### src/rtl/iiitb_cg_ctrl_if.sv
// rtl/iiitb_cg_ctrl_if.sv - activity/handshake bundle between gated domain, consumer and clock-gate controller
interface iiitb_cg_ctrl_if;
    logic        act;
    logic        force_on;
    logic        sleep_ack;
    logic        gate_en;
    logic        sleep_req;
    logic        ready;
    logic [2:0]  state;
    logic [15:0] gated_cycles;

    // Environment side: reports activity, acknowledges sleep, observes gating status
    modport master (
        output act,
        output force_on,
        output sleep_ack,
        input  gate_en,
        input  sleep_req,
        input  ready,
        input  state,
        input  gated_cycles
    );

    // Controller side
    modport slave (
        input  act,
        input  force_on,
        input  sleep_ack,
        output gate_en,
        output sleep_req,
        output ready,
        output state,
        output gated_cycles
    );
endinterface

### src/rtl/iiitb_cg_ctrl.sv
// rtl/iiitb_cg_ctrl.sv - idle-driven clock-gate controller with sleep handshake and gated-cycle counter
module iiitb_cg_ctrl #(
    parameter int IDLE_CYCLES = 8,
    parameter int WAKE_CYCLES = 2
) (
    input  logic          clk,
    input  logic          rst,
    iiitb_cg_ctrl_if.slave cg
);

    localparam logic [2:0] ST_ON    = 3'd0;
    localparam logic [2:0] ST_COUNT = 3'd1;
    localparam logic [2:0] ST_REQ   = 3'd2;
    localparam logic [2:0] ST_OFF   = 3'd3;
    localparam logic [2:0] ST_WAKE  = 3'd4;

    localparam logic [7:0]  IDLE_LIM = 8'(IDLE_CYCLES);
    localparam logic [3:0]  WAKE_LIM = 4'(WAKE_CYCLES);
    localparam logic [15:0] GATED_MAX = 16'hFFFF;

    logic [2:0]  state_q, state_d;
    logic [7:0]  idle_cnt_q, idle_cnt_d;
    logic [3:0]  wake_cnt_q, wake_cnt_d;
    logic [15:0] gated_q, gated_d;
    logic        wake;

    // force_on is folded into activity so it can never let the domain be gated
    assign wake = cg.act | cg.force_on;

    // Next-state and counter update; sleep_ack only matters while a request is outstanding
    always_comb begin
        state_d    = state_q;
        idle_cnt_d = idle_cnt_q;
        wake_cnt_d = wake_cnt_q;
        case (state_q)
            ST_ON: begin
                if (!wake) begin
                    state_d    = ST_COUNT;
                    idle_cnt_d = 8'd1;
                end
            end
            ST_COUNT: begin
                if (wake) begin
                    state_d    = ST_ON;
                    idle_cnt_d = 8'd0;
                end else if (idle_cnt_q == IDLE_LIM) begin
                    state_d = ST_REQ;
                end else begin
                    idle_cnt_d = idle_cnt_q + 8'd1;
                end
            end
            ST_REQ: begin
                // activity aborts the request even if the ack arrives in the same cycle
                if (wake) begin
                    state_d    = ST_ON;
                    idle_cnt_d = 8'd0;
                end else if (cg.sleep_ack) begin
                    state_d = ST_OFF;
                end
            end
            ST_OFF: begin
                if (wake) begin
                    state_d    = ST_WAKE;
                    wake_cnt_d = 4'd1;
                end
            end
            ST_WAKE: begin
                // clock already running; hold ready low until the domain has settled
                if (wake_cnt_q == WAKE_LIM) begin
                    state_d    = ST_ON;
                    wake_cnt_d = 4'd0;
                    idle_cnt_d = 8'd0;
                end else begin
                    wake_cnt_d = wake_cnt_q + 4'd1;
                end
            end
            default: begin
                state_d    = ST_ON;
                idle_cnt_d = 8'd0;
                wake_cnt_d = 4'd0;
            end
        endcase
    end

    // Count cycles spent gated, saturating rather than wrapping
    always_comb begin
        gated_d = gated_q;
        if (state_q == ST_OFF && gated_q != GATED_MAX) begin
            gated_d = gated_q + 16'd1;
        end
    end

    // State and counter registers with synchronous reset
    always_ff @(posedge clk) begin
        if (rst) begin
            state_q    <= ST_ON;
            idle_cnt_q <= 8'd0;
            wake_cnt_q <= 4'd0;
            gated_q    <= 16'd0;
        end else begin
            state_q    <= state_d;
            idle_cnt_q <= idle_cnt_d;
            wake_cnt_q <= wake_cnt_d;
            gated_q    <= gated_d;
        end
    end

    // Moore output decode from registered state only
    always_comb begin
        cg.gate_en   = 1'b1;
        cg.ready     = 1'b0;
        cg.sleep_req = 1'b0;
        case (state_q)
            ST_ON, ST_COUNT: begin
                cg.ready = 1'b1;
            end
            ST_REQ: begin
                cg.ready     = 1'b1;
                cg.sleep_req = 1'b1;
            end
            ST_OFF: begin
                cg.gate_en   = 1'b0;
                cg.sleep_req = 1'b1;
            end
            default: begin
                cg.gate_en = 1'b1;
            end
        endcase
    end

    assign cg.state        = state_q;
    assign cg.gated_cycles = gated_q;

endmodule

### src/flat_wrapper.sv
// flat-port wrapper written by rule: the top's interface ports become plain ports
module iiitb_cg_ctrl_flat 
#(
    parameter int IDLE_CYCLES = 8,
    parameter int WAKE_CYCLES = 2
)
  (clk, rst, cg_act, cg_force_on, cg_sleep_ack, cg_gate_en, cg_sleep_req, cg_ready, cg_state, cg_gated_cycles);
  iiitb_cg_ctrl_if cg_i ();
  input  logic clk;
  input  logic rst;
  input wire logic [$bits(cg_i.act)-1:0] cg_act;
  input wire logic [$bits(cg_i.force_on)-1:0] cg_force_on;
  input wire logic [$bits(cg_i.sleep_ack)-1:0] cg_sleep_ack;
  output wire logic [$bits(cg_i.gate_en)-1:0] cg_gate_en;
  output wire logic [$bits(cg_i.sleep_req)-1:0] cg_sleep_req;
  output wire logic [$bits(cg_i.ready)-1:0] cg_ready;
  output wire logic [$bits(cg_i.state)-1:0] cg_state;
  output wire logic [$bits(cg_i.gated_cycles)-1:0] cg_gated_cycles;
  assign cg_i.act = cg_act;
  assign cg_i.force_on = cg_force_on;
  assign cg_i.sleep_ack = cg_sleep_ack;
  assign cg_gate_en = cg_i.gate_en;
  assign cg_sleep_req = cg_i.sleep_req;
  assign cg_ready = cg_i.ready;
  assign cg_state = cg_i.state;
  assign cg_gated_cycles = cg_i.gated_cycles;
  iiitb_cg_ctrl #(.IDLE_CYCLES(IDLE_CYCLES), .WAKE_CYCLES(WAKE_CYCLES)) u_core (.clk(clk), .rst(rst), .cg(cg_i));
endmodule
### config.mk
export PLATFORM = sky130hd
export DESIGN_NAME = iiitb_cg_ctrl_flat
export DESIGN_NICKNAME = d
export VERILOG_FILES = /design/src/rtl/iiitb_cg_ctrl_if.sv /design/src/rtl/iiitb_cg_ctrl.sv /design/src/flat_wrapper.sv
export SDC_FILE = /design/constraint.sdc
export NUM_CORES = 1
export LEC_CHECK = 0
export ABC_AREA = 1
export ABC_CLOCK_PERIOD_IN_PS = 2490
export BUFFER_PORTS_ARGS = -buffer_cell sky130_fd_sc_hd__buf_4
export CORE_ASPECT_RATIO = 1.5
export CORE_UTILIZATION = 32
export CTS_CLUSTER_DIAMETER = 60
export DETAILED_ROUTE_END_ITERATION = 6
export PLACE_DENSITY = 0.6
export SKIP_CTS_REPAIR_TIMING = 1
export SYNTH_ARGS = -nofsm -noshare
export SYNTH_HDL_FRONTEND = slang
export SYNTH_SLANG_ARGS = --single-unit
### constraint.sdc
create_clock -name clk -period 2.49 [get_ports clk]
set_clock_uncertainty 0.2 [all_clocks]
set_input_delay 0.1245 -clock clk [delete_from_list [all_inputs] [get_ports clk]]
set_output_delay 0.1245 -clock clk [all_outputs]
set_load 0.02 [all_outputs]
==> impl_metrics.yaml, run 1 <==
status:
  run_status: "finished, final reports clean"
drt:
  final_antenna_net_count: 0
  via_count: 1916
  totalWireLength_um: 4630
  routed_via_density: 4.81
  firstDrtPassIters: 4
  detail_route.wl_per_cell_um: 11.6
  drcViolationCount: 0
  drt_first_iter_violations: 80
synthesis:
  synth-adder-area-share_pct: 3.17
  syn-cell-area_mm2: 0.00197
  largest_family_of_logic_cells_by_synthesized_area: "simple AND/OR/NAND/NOR gates"
  postSynthCellCount: 297
  async_set_or_reset_register_ratio_after_synthesis_pct: 0
  count_of_yosys_warnings_during_synthesis: 0
  synth_area_per_cell_um2: 6.64
  synth-edff-count: 0
  synth_xor_area_share_pct: 3.99
  synth-compound-area-share_pct: 10.8
  ys_seq_elements: 31
  synth_fp_nets: 307
  synth.yosys.seq_area_share_pct: 31.5
  post_synth_mux_area_share_pct: 0
  ys_dominant_reg_cell: "sky130_fd_sc_hd__dfxtp_1"
  synth_simple_gate_area_share_pct: 42.2
  number_of_distinct_standard_cells_referenced_by_the_synthesized_netlist: 31
layout:
  stdcell_area_mm2: 0.00232
  design.final.nets: 336
  drive_gt1_share_pct: 20.6
  n_antenna_cell: 0
  flow.area_growth_from_synthesis_pct: 17.5
worst_setup_path:
  cp_max_fo: 12
  cp_data_required_time_ps: 2510
  critPathArrivalTime_ps: 2010
  critPathCaptureType: "flip-flop"
  criticalPathCategory: "flip-flop to flip-flop"
  setup.worst_path.start_class: "flip-flop"
  ff2ff_path_depth: 7
clock_network:
  cts_root_buffer: "sky130_fd_sc_hd__clkbuf_8"
  number_of_buffers_on_the_longest_clock_path: 2
  cts.sinks: 31
  worst_setup_hold_path_clk_slew_ps: 70
  htree_num_levels: 2
  cts_tree: "yes"
  cts_buffer_count: 5
  clk_latency_ps: 280
global_route:
  largest_net_degree_at_the_start_of_global_routing: 25
  grt.total_usage_pct: 15.6
  number_of_global_route_vias_before_repair: 1845
  antenna_violations_before_repair: 0
  globalRoute.totalOverflow: 0
  first_pass_grt_wire_length_um: 8080
timing:
  maxSlewHeadroom_pct: 64.7
  drv_slew: 0
  report.final.hold_viol_count: 0
  totalNegativeSetupSlack_ps: 0
  grt_setup_unrepaired: "no"
  post-route-period-util_pct: 80.0
  timing.final.crit_period_ps: 1990
  setup_slack_ps: 498
  setup_viol: 0
  worstMarginPinSlew_ps: 529
  timing.fmax_ghz: 0.502
floorplanning:
  coreArea_mm2: 0.00587
  die_width_um: 66.1
  num_io_pins: 27
  std_cell_rows: 34
  initial_core_util_pct: 33.6
  die-area_mm2: 0.00649
  die_h_um: 98.2
placed_design:
  postPlaceCellArea_mm2: 0.00223
  pre_cts_ws_ps: 483
  hpwl_um: 3480
  routabilityCongestion: 0.810
  buffer_ports.inserted: 26
power_and_ir_drop:
  power.static_leakage_nw: 0.943
  power_density_mw_per_mm2: 658
  max-vdd-ir-drop_v: 0.000326
flow_run:
  max_capacitance_violation_count: 0
hold_path:
  hold-path-cell-count: 2
  timing.hold.worst.class: "input port to flip-flop"
-- sequential cells by signal, indices dropped and copies added (netlist names) --
name	count
u_core.cg.gated_cycles	16
u_core.wake_cnt_q	4
u_core.idle_cnt_q	8
u_core.cg.state	3
-- synthesized netlist by cell type, types with 3 or more instances --
| library cell | number | area (µm²) |
|---|---|---|
| sky130_fd_sc_hd__ha_1 | 5 | 62.6 |
| sky130_fd_sc_hd__a21oi_1 | 19 | 95.1 |
| sky130_fd_sc_hd__a21oi_2 | 4 | 35.0 |
| sky130_fd_sc_hd__dfxtp_1 | 31 | 621 |
| sky130_fd_sc_hd__inv_1 | 31 | 116 |
| sky130_fd_sc_hd__nand2_2 | 3 | 18.8 |
| sky130_fd_sc_hd__nand3_2 | 4 | 40.0 |
| sky130_fd_sc_hd__nand4_1 | 10 | 62.6 |
| sky130_fd_sc_hd__nor2_2 | 9 | 56.3 |
| sky130_fd_sc_hd__nor2_1 | 40 | 150 |
| sky130_fd_sc_hd__nand3_1 | 22 | 110 |
| sky130_fd_sc_hd__o21ai_0 | 8 | 40.0 |
| sky130_fd_sc_hd__inv_2 | 4 | 15.0 |
| sky130_fd_sc_hd__nor2_4 | 3 | 33.8 |
| sky130_fd_sc_hd__xor2_1 | 7 | 61.3 |
| sky130_fd_sc_hd__nand2_1 | 78 | 293 |
-- where the power goes --
| group | leakage, nW | switching (mW) | internal [mW] |
|---|---|---|---|
| clock network | 0.0470 | 0.188 | 0.217 |
| logic | 0.646 | 0.331 | 0.182 |
| registers | 0.251 | 0.0715 | 0.536 |
| total | 0.943 | 0.590 | 0.935 |
-- path summary, 6_finish.rpt --
kind	startpoint	to	slack, ps
setup / recovery	u_core.cg.gated_cycles[0]	u_core.cg.gated_cycles[7]	500
hold / removal	rst	u_core.cg.gated_cycles[4]	10
setup reg to reg	u_core.cg.gated_cycles[0]	u_core.cg.gated_cycles[7]	500
hold reg to reg	u_core.wake_cnt_q[3]	u_core.wake_cnt_q[3]	280
-- kinds of logic after synthesis --
logic type / Yosys count
and+or+nand+nor: 175
buffers and inverters: 40
AOI/OAI and AO/OA: 37
DFF: 31
xor gates and xnor gates: 9
adders and majority gates: 5
-- layer usage --
layer  track usage [%]  up-vias  share of wire, %
met5                 0        -                 0
met4              5.89        0               2.1
met3              2.69       10               3.0
met2              28.6       32                52
met1              17.3      861                43
li1                  -     1013                 -
-- critical path, stage by stage (launching register included) --
cell and delay, ps:
sky130_fd_sc_hd__dfxtp_1 460, sky130_fd_sc_hd__ha_1 270, sky130_fd_sc_hd__nand2_2 70, sky130_fd_sc_hd__nor2_2 100, sky130_fd_sc_hd__nand3_2 90, sky130_fd_sc_hd__o21ai_2 470
sky130_fd_sc_hd__nand2_1 140, sky130_fd_sc_hd__a21oi_2 150
-- layout make-up --
cell class                      instances  area [µm²]
Sequential cell                        31         621
Clock buffer                            6        82.6
Timing Repair Buffer                   27         203
Multi-Input combinational cell        226        1190
Tap cell                               72        90.1
Fill cell                             646        3550
Inverter                               35         131
Clock inverter                          1        5.00
-- cell usage in the layout (no fill, tap or decap), types with 7 or more instances in the layout --
| cell | synthesis | routed |
|---|---|---|
| sky130_fd_sc_hd__xor2_1 | 7 | 7 |
| sky130_fd_sc_hd__nor2_1 | 40 | 40 |
| sky130_fd_sc_hd__nand4_1 | 10 | 10 |
| sky130_fd_sc_hd__nand2_1 | 78 | 78 |
| sky130_fd_sc_hd__nand3_1 | 22 | 22 |
| sky130_fd_sc_hd__nor2_2 | 9 | 9 |
| sky130_fd_sc_hd__buf_4 | 0 | 27 |
| sky130_fd_sc_hd__inv_1 | 31 | 31 |
| sky130_fd_sc_hd__o21ai_0 | 8 | 8 |
| sky130_fd_sc_hd__a21oi_1 | 19 | 19 |
| sky130_fd_sc_hd__dfxtp_1 | 31 | 31 |
-- through the flow --
step                cells  utilization [%]  total power [mW]  hold slack [ps]
floorplan             297                -             0.989            -6.43
global placement      391             38.0              1.13              271
detailed placement    391             38.0              1.14              275
CTS                   398             39.5              1.55             9.23
global route          398             39.5              1.62             30.6
finish                398             39.5              1.53             14.0
(Power assumes the default switching activity.)
==> run 2, diff against run 1 <==
ABC_CLOCK_PERIOD_IN_PS = 1600   (was 2490)
PLACE_DENSITY = 0.62   (was 0.6)
clock period = 1.6 ns   (was 2.49 ns; I/O delays follow)
==> run 2 against run 1 <==
The run now ends with negative setup slack left. Core utilization is 8.0 points higher. Clock power rose by 70%. Sequential cell count unchanged. Power grew 78%. Die area stayed put. Global-route usage grew 1.4 points. Critical path depth grew 3. Sequential share of layout area down 3.4 points. Critical path type unchanged. Critical endpoint is now u_core.cg.gated_cycles[15].
==> impl_metrics.yaml, run 2 (same netlist as run 1, synthesis figures left out) <==
timing:
  timing.final.crit_period_ps: 1630
  setup_slack_ps: -29.3
  maxSlewHeadroom_pct: 75.0
  drv_slew: 0
  setup_viol: 3
  final.hold.worst_slack_ps: 42.4
  timing.fmax_ghz: 0.614
  worstMarginPinSlew_ps: 373
  post-route-period-util_pct: 102
  report.final.hold_viol_count: 0
  grt_setup_unrepaired: "yes"
global_route:
  number_of_global_route_vias_before_repair: 2034
  antenna_violations_before_repair: 0
  grt.total_usage_pct: 17.0
  globalRoute.totalOverflow: 0
  largest_net_degree_at_the_start_of_global_routing: 25
  first_pass_grt_wire_length_um: 8620
placed_design:
  numPlacedInstances: 418
  routabilityCongestion: 0.841
  hpwl_um: 3800
  buffer_ports.inserted: 26
floorplanning:
  die_h_um: 98.2
  initial_core_util_pct: 33.6
  die-area_mm2: 0.00649
  coreArea_mm2: 0.00587
  die_width_um: 66.1
  std_cell_rows: 34
  num_io_pins: 27
drt:
  via_count: 2109
  detail_route.wl_per_cell_um: 12.0
  totalWireLength_um: 5180
  drt_first_iter_violations: 92
  routed_via_density: 4.87
  final_antenna_net_count: 0
  firstDrtPassIters: 4
  drcViolationCount: 0
hold_path:
  whs_endpoint: "u_core.cg.state[0]"
  hold-path-cell-count: 6
  worst_hold_startpoint: "cg_sleep_ack"
  timing.hold.worst.class: "input port to flip-flop"
power_and_ir_drop:
  cellInternalPower_mw: 1.70
  power.share.sequential_pct: 34.4
  max-vdd-ir-drop_v: 0.000435
  sw_frac_of_total_pct: 37.6
  combinationalPowerShare_pct: 40.4
  net_switching_power_figure_mw: 1.02
  clock_power_share_pct: 25.2
  power_density_mw_per_mm2: 975
  power.static_leakage_nw: 1.16
worst_setup_path:
  setup.worst_path.start_class: "flip-flop"
  crit_path_start: "u_core.cg.gated_cycles[0]"
  cp_data_required_time_ps: 1570
  criticalPathCategory: "flip-flop to flip-flop"
  cp_max_fo: 8
  reg2reg_from: "u_core.cg.gated_cycles[0]"
  worst-r2r-setup-slack_ps: -30
  critPathArrivalTime_ps: 1600
  critPathCaptureType: "flip-flop"
  crit-reg2reg-capture: "u_core.cg.gated_cycles[15]"
  ff2ff_path_depth: 10
clock_network:
  cts_buffer_count: 5
  cts.sinks: 31
  worst_setup_hold_path_clk_slew_ps: 70
  cts_root_buffer: "sky130_fd_sc_hd__clkbuf_8"
  cts_tree: "yes"
  clk_latency_ps: 280
  number_of_buffers_on_the_longest_clock_path: 2
  htree_num_levels: 2
layout:
  mostFrequentLayoutCells: "72 x sky130_fd_sc_hd__nand2_1, 59 x sky130_fd_sc_hd__buf_4, 34 x sky130_fd_sc_hd__nor2_1, 29 x sky130_fd_sc_hd__inv_1, 18 x sky130_fd_sc_hd__nand3_1"
  flow.area_growth_from_synthesis_pct: 41.4
  most_common_library_cell_in_the_layout_ignoring_fill_and_taps: "sky130_fd_sc_hd__nand2_1"
  nFillCells: 603
  drive_gt1_share_pct: 39.6
  largest_register_ffs: 16
  post_layout_nonfiller_instances: 433
  n_antenna_cell: 0
  design.final.nets: 370
status:
  run_status: "complete, but fails checks"
  failed_checks: "negative setup slack"
flow_run:
  max_capacitance_violation_count: 0
==> run 2: worst max path at each step <==
| stage | end | slack, ps |
|---|---|---|
| finish | u_core.cg.gated_cycles[15] | -30 |
| global route | u_core.cg.gated_cycles[15] | -150 |
| CTS | u_core.idle_cnt_q[0] | -20 |
| detailed placement | u_core.cg.gated_cycles[13] | -7 |
| global placement | u_core.idle_cnt_q[0] | 7 |
| floorplan | u_core.idle_cnt_q[1] | 2 |
==> run 2: through the flow <==
stage                     total power, mW  setup TNS, ps  setup slack [ps]  utilization, %  instance area, µm²
after floorplan                      1.55              0              1.67               -                2010
after global placement               1.88              0              6.66            42.1                2470
after detailed placement             1.89          -18.9             -6.86            42.1                2470
after CTS                            2.58           -157             -22.8            43.8                2570
after global routing                 2.90          -1650              -152            47.5                2790
final                                2.72          -40.5             -29.3            47.5                2790
==> run 2: routing by layer <==
layer	wire length, µm	track usage, %	vias to the layer above
met5	0	0	-
met4	42	5.40	0
met3	178	3.97	4
met2	2860	31.9	40
met1	2100	18.1	989
li1	-	-	1076
==> run 2: power groups by stage <==
stage	Sequential [mW]	Combinational (mW)	Clock, mW
2_1_floorplan	0.987	0.563	0
3_3_place_gp	0.928	0.951	0
3_5_place_dp	0.929	0.961	0
4_1_cts	0.912	0.964	0.702
5_1_grt	0.946	1.22	0.743
6_report	0.935	1.10	0.686
==> run 2: worst max-delay path, cell delays in order (launching register included) <==
cell and delay, ps:
sky130_fd_sc_hd__dfxtp_4 350, sky130_fd_sc_hd__ha_4 170, sky130_fd_sc_hd__nand2_2 70, sky130_fd_sc_hd__nor2_2 40, sky130_fd_sc_hd__nand3_2 100, sky130_fd_sc_hd__nor2_4 50, sky130_fd_sc_hd__nor2_4 200, sky130_fd_sc_hd__buf_4 160
sky130_fd_sc_hd__nand3_1 60, sky130_fd_sc_hd__nand2_1 70, sky130_fd_sc_hd__nor2_1 40
==> run 2: cell type report <==
type	instances	area [µm²]	share of cell area, %
clock buffers	8	100	3.59
inverters	35	131	4.71
multi-input cells	226	1350	48.5
flip-flops and latches	31	652	23.4
well taps	72	90.1	3.23
repair buffers	61	464	16.6
